==> src/rtl/adder_pkg.sv <==
// Shared types for the pipelined adder: operation encoding and default operand width.
package adder_pkg;

  localparam int DEFAULT_WIDTH = 8;

  typedef enum logic [1:0] {
    OP_ADD = 2'd0,
    OP_SUB = 2'd1,
    OP_ACC = 2'd2,
    OP_CLR = 2'd3
  } op_e;

endpackage

==> src/rtl/adder_pipe_if.sv <==
// Producer/consumer stream bundle around adder_pipe. The slave modport is the
// arithmetic block's view; master is the producer/consumer side.
interface adder_pipe_if #(
  parameter int WIDTH = adder_pkg::DEFAULT_WIDTH
);
  import adder_pkg::*;

  logic             in_valid;
  logic             in_ready;
  logic [WIDTH-1:0] a;
  logic [WIDTH-1:0] b;
  op_e              op;
  logic             out_valid;
  logic             out_ready;
  logic [WIDTH:0]   q;
  logic [WIDTH:0]   acc;

  modport slave (
    input  in_valid, a, b, op, out_ready,
    output in_ready, out_valid, q, acc
  );

  modport master (
    output in_valid, a, b, op, out_ready,
    input  in_ready, out_valid, q, acc
  );

endinterface

==> src/rtl/adder_pipe_stage.sv <==
// One valid+data delay register; loads when en is high, holds otherwise.
// Synchronous active-high reset clears both valid and data.
module adder_pipe_stage #(
  parameter int DW = 9
) (
  input  logic          clk,
  input  logic          rst,
  input  logic          en,
  input  logic          in_vld,
  input  logic [DW-1:0] in_dat,
  output logic          out_vld,
  output logic [DW-1:0] out_dat
);

  logic          vld_d, vld_q;
  logic [DW-1:0] dat_d, dat_q;

  always_comb begin
    vld_d = vld_q;
    dat_d = dat_q;
    if (en) begin
      vld_d = in_vld;
      dat_d = in_dat;
    end
  end

  always_ff @(posedge clk) begin
    if (rst) begin
      vld_q <= 1'b0;
      dat_q <= '0;
    end else begin
      vld_q <= vld_d;
      dat_q <= dat_d;
    end
  end

  assign out_vld = vld_q;
  assign out_dat = dat_q;

endmodule

==> src/rtl/adder_pipe.sv <==
// Pipelined add/sub/accumulate unit: result computed in stage 1, then LATENCY-1 delay stages.
// Whole pipe stalls when the output is held (out_valid && !out_ready); order is preserved.
module adder_pipe
  import adder_pkg::*;
#(
  parameter int WIDTH   = DEFAULT_WIDTH,
  parameter int LATENCY = 2
) (
  input  logic       clk,
  input  logic       rst,
  adder_pipe_if.slave io
);

  localparam int RW = WIDTH + 1;

  if (WIDTH < 2) begin : g_bad_width
    $error("adder_pipe: WIDTH must be >= 2");
  end
  if (LATENCY < 1) begin : g_bad_latency
    $error("adder_pipe: LATENCY must be >= 1");
  end

  logic          advance;
  logic          accept;
  logic [RW-1:0] res;
  logic [RW-1:0] acc_d, acc_q;
  logic          s1_vld_d, s1_vld_q;
  logic [RW-1:0] s1_dat_d, s1_dat_q;
  logic          vld_chain [LATENCY];
  logic [RW-1:0] dat_chain [LATENCY];

  assign advance     = !io.out_valid || io.out_ready;
  assign io.in_ready = advance && !rst;
  assign accept      = io.in_valid && io.in_ready;

  // CLR yields res=0, so ACC and CLR share the same accumulator write path.
  always_comb begin
    res   = '0;
    acc_d = acc_q;
    case (io.op)
      OP_ADD:  res = {1'b0, io.a} + {1'b0, io.b};
      OP_SUB:  res = {1'b0, io.a} - {1'b0, io.b};
      OP_ACC:  res = acc_q + {1'b0, io.a};
      default: res = '0;
    endcase
    if (accept && (io.op == OP_ACC || io.op == OP_CLR)) begin
      acc_d = res;
    end
  end

  always_comb begin
    s1_vld_d = advance ? accept : s1_vld_q;
    s1_dat_d = accept ? res : s1_dat_q;
  end

  always_ff @(posedge clk) begin
    if (rst) begin
      s1_vld_q <= 1'b0;
      s1_dat_q <= '0;
      acc_q    <= '0;
    end else begin
      s1_vld_q <= s1_vld_d;
      s1_dat_q <= s1_dat_d;
      acc_q    <= acc_d;
    end
  end

  assign vld_chain[0] = s1_vld_q;
  assign dat_chain[0] = s1_dat_q;

  for (genvar i = 1; i < LATENCY; i++) begin : g_delay
    adder_pipe_stage #(.DW(RW)) u_stage (
      .clk     (clk),
      .rst     (rst),
      .en      (advance),
      .in_vld  (vld_chain[i-1]),
      .in_dat  (dat_chain[i-1]),
      .out_vld (vld_chain[i]),
      .out_dat (dat_chain[i])
    );
  end

  assign io.out_valid = vld_chain[LATENCY-1];
  assign io.q         = dat_chain[LATENCY-1];
  assign io.acc       = acc_q;

endmodule

==> src/flat_wrapper.sv <==
// flat-port wrapper written by rule: the top's interface ports become plain ports
module adder_pipe_flat import adder_pkg::*;
#(
  parameter int WIDTH   = DEFAULT_WIDTH,
  parameter int LATENCY = 2
)
  (clk, rst, io_in_valid, io_a, io_b, io_op, io_out_ready, io_in_ready, io_out_valid, io_q, io_acc);
  adder_pipe_if #(.WIDTH(WIDTH)) io_i ();
  input  logic clk;
  input  logic rst;
  input wire logic [$bits(io_i.in_valid)-1:0] io_in_valid;
  input wire logic [$bits(io_i.a)-1:0] io_a;
  input wire logic [$bits(io_i.b)-1:0] io_b;
  input wire logic [$bits(io_i.op)-1:0] io_op;
  input wire logic [$bits(io_i.out_ready)-1:0] io_out_ready;
  output wire logic [$bits(io_i.in_ready)-1:0] io_in_ready;
  output wire logic [$bits(io_i.out_valid)-1:0] io_out_valid;
  output wire logic [$bits(io_i.q)-1:0] io_q;
  output wire logic [$bits(io_i.acc)-1:0] io_acc;
  assign io_i.in_valid = io_in_valid;
  assign io_i.a = io_a;
  assign io_i.b = io_b;
  assign io_i.op = io_op;
  assign io_i.out_ready = io_out_ready;
  assign io_in_ready = io_i.in_ready;
  assign io_out_valid = io_i.out_valid;
  assign io_q = io_i.q;
  assign io_acc = io_i.acc;
  adder_pipe #(.WIDTH(WIDTH), .LATENCY(LATENCY)) u_core (.clk(clk), .rst(rst), .io(io_i));
endmodule
==> config.mk <==
export PLATFORM = sky130hd
export DESIGN_NAME = adder_pipe_flat
export DESIGN_NICKNAME = d
export VERILOG_FILES = /design/src/rtl/adder_pkg.sv /design/src/rtl/adder_pipe_if.sv /design/src/rtl/adder_pipe_stage.sv /design/src/rtl/adder_pipe.sv /design/src/flat_wrapper.sv
export SDC_FILE = /design/constraint.sdc
export NUM_CORES = 1
export LEC_CHECK = 0
export BUFFER_PORTS_ARGS = -buffer_cell sky130_fd_sc_hd__buf_4
export CORE_MARGIN = 2
export CORE_UTILIZATION = 54
export DETAILED_ROUTE_END_ITERATION = 6
export PLACE_DENSITY = 0.88
export SYNTH_ARGS = -nofsm -noshare
export SYNTH_HDL_FRONTEND = slang
export SYNTH_SLANG_ARGS = --single-unit
==> constraint.sdc <==
create_clock -name clk -period 5.63 [get_ports clk]
set_clock_uncertainty 0.2 [all_clocks]
set_input_delay 1.4075 -clock clk [delete_from_list [all_inputs] [get_ports clk]]
set_output_delay 1.4075 -clock clk [all_outputs]
set_load 0.01 [all_outputs]
==> out/metrics.cfg, run 1 <==
[clocking]
cts_root_buf = clkbuf_4
htreeDepth = 2
clk_latency_ns = 0.33
ctsResizeCount = 0
cts_tree = built
cts_buffer_depth = 2
postCtsSetupBuffers = 0
cts_hold_buf = 0
path_clk_slew_ns = 0.09
cts_num_sinks = 29
numCtsBuffers = 5

[synth]
synth_seq_cells = 29
syn_inst = 212
syn_avg_cell_area_um2 = 7.94
yosysWarnings = 0
async_flop_share = 0
yosysUniqueCellTypes = 43
synthesis.nets = 247
ys.flop_type = dfxtp_1
seq_area_frac_synth = 0.345
syn_area_mm2 = 0.00168
synth-edff-count = 0

[critical_path]
crit_required_ns = 5.70
arrival_ns = 4.07
critical_path_class = primary input to register
cp_max_fo = 17
end_kind = register
start_kind = primary input

[worst_hold_path]
hold_class = register to register

[floorplan]
std_cell_rows = 20
die_h_um = 59.8
die_x_um = 59.8
initial_core_util = 0.561
dieArea_mm2 = 0.00358
pin_count = 42
fp.coreArea_mm2 = 0.00300

[pwr]
ir_worst_vdd_mv = 0.0814
design_power_total_w = 0.000543
p_leak_nw = 0.909
powerDensity_mw_per_mm2 = 265

[timing]
rsz0062_at_grt = no
min_period_ns = 4.00
fin_crit_sh = 0.710
fin_tns_setup_ns = 0
slew_viol_final = 0
tightest_slew_ns = 0.509
fmax_mhz = 250
hold_viol = 0
relSlewSlack = 0.658
setup_violations = 0

[finish]
layout.nets = 282
layout_commonest_cell = buf_4
n_antenna_cell = 0
layout_common_cells = buf_4, nand2_1, a21oi_1, dfxtp_1, ha_1
n_fill_cell = 283
area_growth_pct = 21.9
drive_gt1_frac = 0.206

[run_status]
outcome = finished, final reports clean

[routing]
vias_per_cell = 5.70
remaining_drc_errors = 0
final_antenna_net_count = 0
drt_wl_total_um = 3720
drt_iter0_drc = 111
vias = 1601
wire_per_inst_um = 13.2
drt_pass1_iterations = 4

[global_routing]
grt_max_degree = 20
overflow = 0
grt_pass1_vias = 1417
antenna_found_initial = 0
grt_pass1_wl_um = 6120
track_usage = 0.228

[place]
hpwl_um = 2840
io_buffers = 41
globalplace.congestion = 0.823

[job]
maxCapViolCount = 0

worst max-delay path, cell delays in order:
cell and delay [ns]:
buf_4 0.10, inv_1 0.04, ha_1 0.57, nand3b_1 0.17
nand2_1 0.06, ha_1 0.21, fa_1 0.41, a21o_1 0.17
a21oi_1 0.26, xnor2_1 0.17, or3b_1 0.37, a21oi_1 0.12
synth_stat cells (4+ instances only):
library cell / number / area share
a21oi_1: 29 / 0.086
a211oi_1: 4 / 0.018
o21ai_0: 8 / 0.024
a21o_1: 4 / 0.018
nor2_1: 11 / 0.025
o22ai_1: 6 / 0.022
clkbuf_1: 8 / 0.018
ha_1: 12 / 0.089
nand2_1: 32 / 0.071
inv_1: 11 / 0.025
nand3_1: 8 / 0.024
dfxtp_1: 29 / 0.34
o31ai_1: 4 / 0.018
per-stage QoR:
stage	utilization	hold slack [ns]	instances	instance area, um2	worst slack, ns
2_1_floorplan	-	0.236	212	1680	1.40
3_3_place_gp	0.655	0.240	273	1970	1.38
3_5_place_dp	0.655	0.245	273	1970	1.28
4_1_cts	0.684	0.257	281	2050	1.65
5_1_grt	0.684	0.272	281	2050	1.45
6_report	0.684	0.256	281	2050	1.63
worst paths after layout:
path | from | endpoint | cells after the start | slack, ns
max | io_op[0] | u_core.io.acc[4] | 12 | 1.63
min | u_core.g_delay[1].u_stage.out_dat[7] | u_core.g_delay[1].u_stage.out_dat[7] | 2 | 0.26
max reg2reg | u_core.io.acc[1] | u_core.io.acc[4] | 8 | 3.05
min reg2reg | u_core.g_delay[1].u_stage.out_dat[7] | u_core.g_delay[1].u_stage.out_dat[7] | 2 | 0.26
layer usage:
layer	track usage	wire length, um	vias to the layer above	part of all wire
met2	0.376	1750	56	0.47
li1	-	-	827	-
met3	0.0649	221	4	0.059
met4	0.0857	26	0	0.0070
met1	0.281	1720	714	0.46
met5	0	0	-	0
sequential cells by signal, summed over array words and instances (netlist names):
register and flops:
u_core.s1_dat_q 9, u_core.g_delay.u_stage.out_vld 1, u_core.s1_vld_q 1, u_core.io.acc 9, u_core.g_delay.u_stage.out_dat 9
cell type report:
type	instances	area [um2]	area share
clock buffer	7	55.1	0.0268
sequential	29	581	0.283
multi-input combinational	159	997	0.486
tap	33	41.3	0.0201
clock inverter	1	30.0	0.0146
inverter	11	41.3	0.0201
timing repair buffer	41	308	0.150
power by group:
group          internal [W]  switching (W)  leakage (nW)  total (W)
Sequential         0.000221     0.00000941         0.237   0.000230
Clock              0.000106      0.0000724        0.0455   0.000178
Combinational     0.0000621      0.0000725         0.627   0.000135
cell families (layout without fill, tap and decap cells):
family	after synthesis	count (layout)	share of synthesized area
and+or+nand+nor	71	71	0.203
AOI/OAI and AO/OA	68	68	0.251
DFF	29	29	0.345
buffers and inverters	24	60	0.0631
adders and majority gates	13	13	0.101
xor gates and xnor gates	6	6	0.0312
muxes	1	1	0.00594
Note: power is estimated with default switching activity, not from simulation.
==> run 2, diff against run 1 <==
--- a/config.mk
+++ b/config.mk
@@ -7,9 +7,9 @@
 export LEC_CHECK = 0
 export BUFFER_PORTS_ARGS = -buffer_cell sky130_fd_sc_hd__buf_4
 export CORE_MARGIN = 2
-export CORE_UTILIZATION = 54
+export CORE_UTILIZATION = 53
 export DETAILED_ROUTE_END_ITERATION = 6
-export PLACE_DENSITY = 0.88
+export PLACE_DENSITY = 0.87
 export SYNTH_ARGS = -nofsm -noshare
 export SYNTH_HDL_FRONTEND = slang
 export SYNTH_SLANG_ARGS = --single-unit
==> constraint.sdc (replaced) <==
create_clock -name clk -period 3.9 [get_ports clk]
set_clock_uncertainty 0.2 [all_clocks]
set_input_delay 0.975 -clock clk [delete_from_list [all_inputs] [get_ports clk]]
set_output_delay 0.975 -clock clk [all_outputs]
set_load 0.01 [all_outputs]
==> run 2 against run 1 <==
  * Largest power group unchanged
  * Die area rose by 1.8%
  * Global-route usage fell by 0.56 points
  * Critical endpoint unchanged
  * Worst hold slack got worse by 0.0017 ns
  * Total power rose by 35%
  * Critical path type unchanged
==> out/metrics.cfg, run 2 (synthesized netlist as in run 1, its figures left out) <==
[job]
maxCapViolCount = 0  ; unchanged

[timing]
hold_viol = 0  ; unchanged
fmax_mhz = 294
holdWs_ns = 0.254  ; was 0.256 ns
fin_crit_sh = 0.872
relSlewSlack = 0.662  ; was 0.658
rsz0062_at_grt = no  ; unchanged
fin_tns_setup_ns = 0  ; unchanged
min_period_ns = 3.40
tightest_slew_ns = 0.502  ; was 0.509 ns
setup_violations = 0  ; unchanged
slew_viol_final = 0  ; unchanged

[critical_path]
slowest_stage = fa_1  ; was ha_1
cp_max_fo = 15  ; was 17
critical_path_class = primary input to register  ; unchanged
critPathMaxStageDelay_ns = 0.41  ; was 0.57 ns
crit_chain = buf_4 > ha_1 > o21ai_0 > nand2_1 > ha_1 > fa_1 > a21o_1 > a21oi_1 > xnor2_1 > or3b_1 > a21oi_1  ; was buf_4 > inv_1 > ha_1 > nand3b_1 > nand2_1 > ha_1 > fa_1 > a21o_1 > a21oi_1 > xnor2_1 > or3b_1 > a21oi_1
end_kind = register  ; unchanged
arrival_ns = 3.47  ; was 4.07 ns
start_kind = primary input  ; unchanged
crit_required_ns = 3.97  ; was 5.70 ns

[routing]
final_antenna_net_count = 0  ; unchanged
vias_per_cell = 5.47  ; was 5.70
drt_iter0_drc = 54  ; was 111
vias = 1607  ; was 1601
remaining_drc_errors = 0  ; unchanged
drt_wl_total_um = 3630  ; was 3720 um
drt_pass1_iterations = 4  ; unchanged
wire_per_inst_um = 12.4  ; was 13.2 um

[pwr]
ir_worst_vdd_mv = 0.121  ; was 0.0814 mV
combPwrFrac = 0.266  ; was 0.248
power.share.clock = 0.282  ; was 0.328
swShare = 0.301  ; was 0.284
design_power_total_w = 0.000736  ; was 0.000543 W
p_int_w = 0.000514  ; was 0.000389 W
power.net_switching_w = 0.000221  ; was 0.000154 W
p_leak_nw = 0.915  ; was 0.909 nW
powerDensity_mw_per_mm2 = 356  ; was 265 mW/mm2
sequentialPowerShare = 0.452  ; was 0.424

[place]
io_buffers = 41  ; unchanged
dp.cells = 286  ; was 273
hpwl_um = 2790  ; was 2840 um
globalplace.congestion = 0.796  ; was 0.823
dpl_cell_area_mm2 = 0.00200  ; was 0.00197 mm2

[finish]
final_cells = 294  ; was 281
layout_common_cells = buf_4, nand2_1, a21oi_1, dfxtp_1, ha_1  ; unchanged
fin_area_mm2 = 0.00207  ; was 0.00205 mm2
layout_commonest_cell = buf_4  ; unchanged
n_antenna_cell = 0  ; unchanged
layout.nets = 284  ; was 282
area_growth_pct = 22.7  ; was 21.9%
drive_gt1_frac = 0.216  ; was 0.206

[clocking]
numCtsBuffers = 5  ; unchanged
ctsResizeCount = 0  ; unchanged
cts_root_buf = clkbuf_4  ; unchanged
cts_buffer_depth = 2  ; unchanged
htreeDepth = 2  ; unchanged
cts_tree = built  ; unchanged
path_clk_slew_ns = 0.09  ; about the same
cts_hold_buf = 0  ; unchanged
clk_latency_ns = 0.32  ; was 0.33 ns
cts_num_sinks = 29  ; unchanged
postCtsSetupBuffers = 0  ; unchanged

[floorplan]
fp.coreArea_mm2 = 0.00303  ; was 0.00300 mm2
std_cell_rows = 20  ; unchanged
initial_core_util = 0.556  ; was 0.561
dieArea_mm2 = 0.00364  ; was 0.00358 mm2
die_x_um = 60.4  ; was 59.8 um
pin_count = 42  ; unchanged
die_h_um = 60.4  ; was 59.8 um

[global_routing]
track_usage = 0.223  ; was 0.228
grt_pass1_wl_um = 6020  ; was 6120 um
grt_pass1_vias = 1414  ; was 1417
grt_max_degree = 20  ; unchanged
overflow = 0  ; unchanged
antenna_found_initial = 0  ; unchanged

[worst_hold_path]
hold_class = register to register  ; unchanged

[run_status]
outcome = finished, final reports clean  ; unchanged

-- run 2: changes by cell type in the layout (fill, tap and decap cells not counted) --
cell,delta
clkbuf_1,-1
clkbuf_8,+1
buf_4,+2
bufinv_16,-1
clkinv_2,+1
-- run 2: final timing paths --
path | slack, ns | cells past startpoint | startpoint | end
max | 0.50 | 11 | io_op[0] | u_core.io.acc[4]
min reg2reg | 0.25 | 2 | u_core.g_delay[1].u_stage.out_dat[6] | u_core.g_delay[1].u_stage.out_dat[6]
min | 0.25 | 2 | u_core.g_delay[1].u_stage.out_dat[6] | u_core.g_delay[1].u_stage.out_dat[6]
max reg2reg | 1.38 | 8 | u_core.io.acc[1] | u_core.io.acc[4]
-- run 2: metal layers --
layer	vias up	track usage	share of wire
met3	6	0.0469	0.049
met5	-	0	0
met2	44	0.363	0.45
met4	0	0.0952	0.018
met1	723	0.286	0.48
li1	834	-	-
-- run 2: power by group through the flow --
stage	sequential (W)	clock [W]	combinational, W
4_1_cts	0.000333	0.000212	0.000195
5_1_grt	0.000335	0.000225	0.000220
2_1_floorplan	0.000342	0	0.000129
3_5_place_dp	0.000339	0	0.000194
6_report	0.000333	0.000207	0.000196
3_3_place_gp	0.000338	0	0.000190
-- run 2: area by class of cell --
cell class / count / area, um2
tap: 44 / 55.1
clock inverter: 1 / 5.00
clock buffer: 7 / 65.1
multi-input combinational: 159 / 997
inverter: 11 / 41.3
timing repair buffer: 43 / 323
fill: 279 / 961
sequential: 29 / 581
-- run 2: per-stage QoR --
stage,setup WS (ns),util
after floorplan,0.104,-
after global placement,0.226,0.660
after detailed placement,0.151,0.660
after CTS,0.510,0.683
after global routing,0.321,0.683
final,0.501,0.683
-- run 2: worst max-delay path: cells and delay by family --
| family | cells | cell delay (ns) |
|---|---|---|
| adders and majority gates | 3 | 0.98 |
| buffers and inverters | 1 | 0.12 |
| xor gates and xnor gates | 1 | 0.17 |
| AOI/OAI and AO/OA | 4 | 0.78 |
| and+or+nand+nor | 2 | 0.44 |
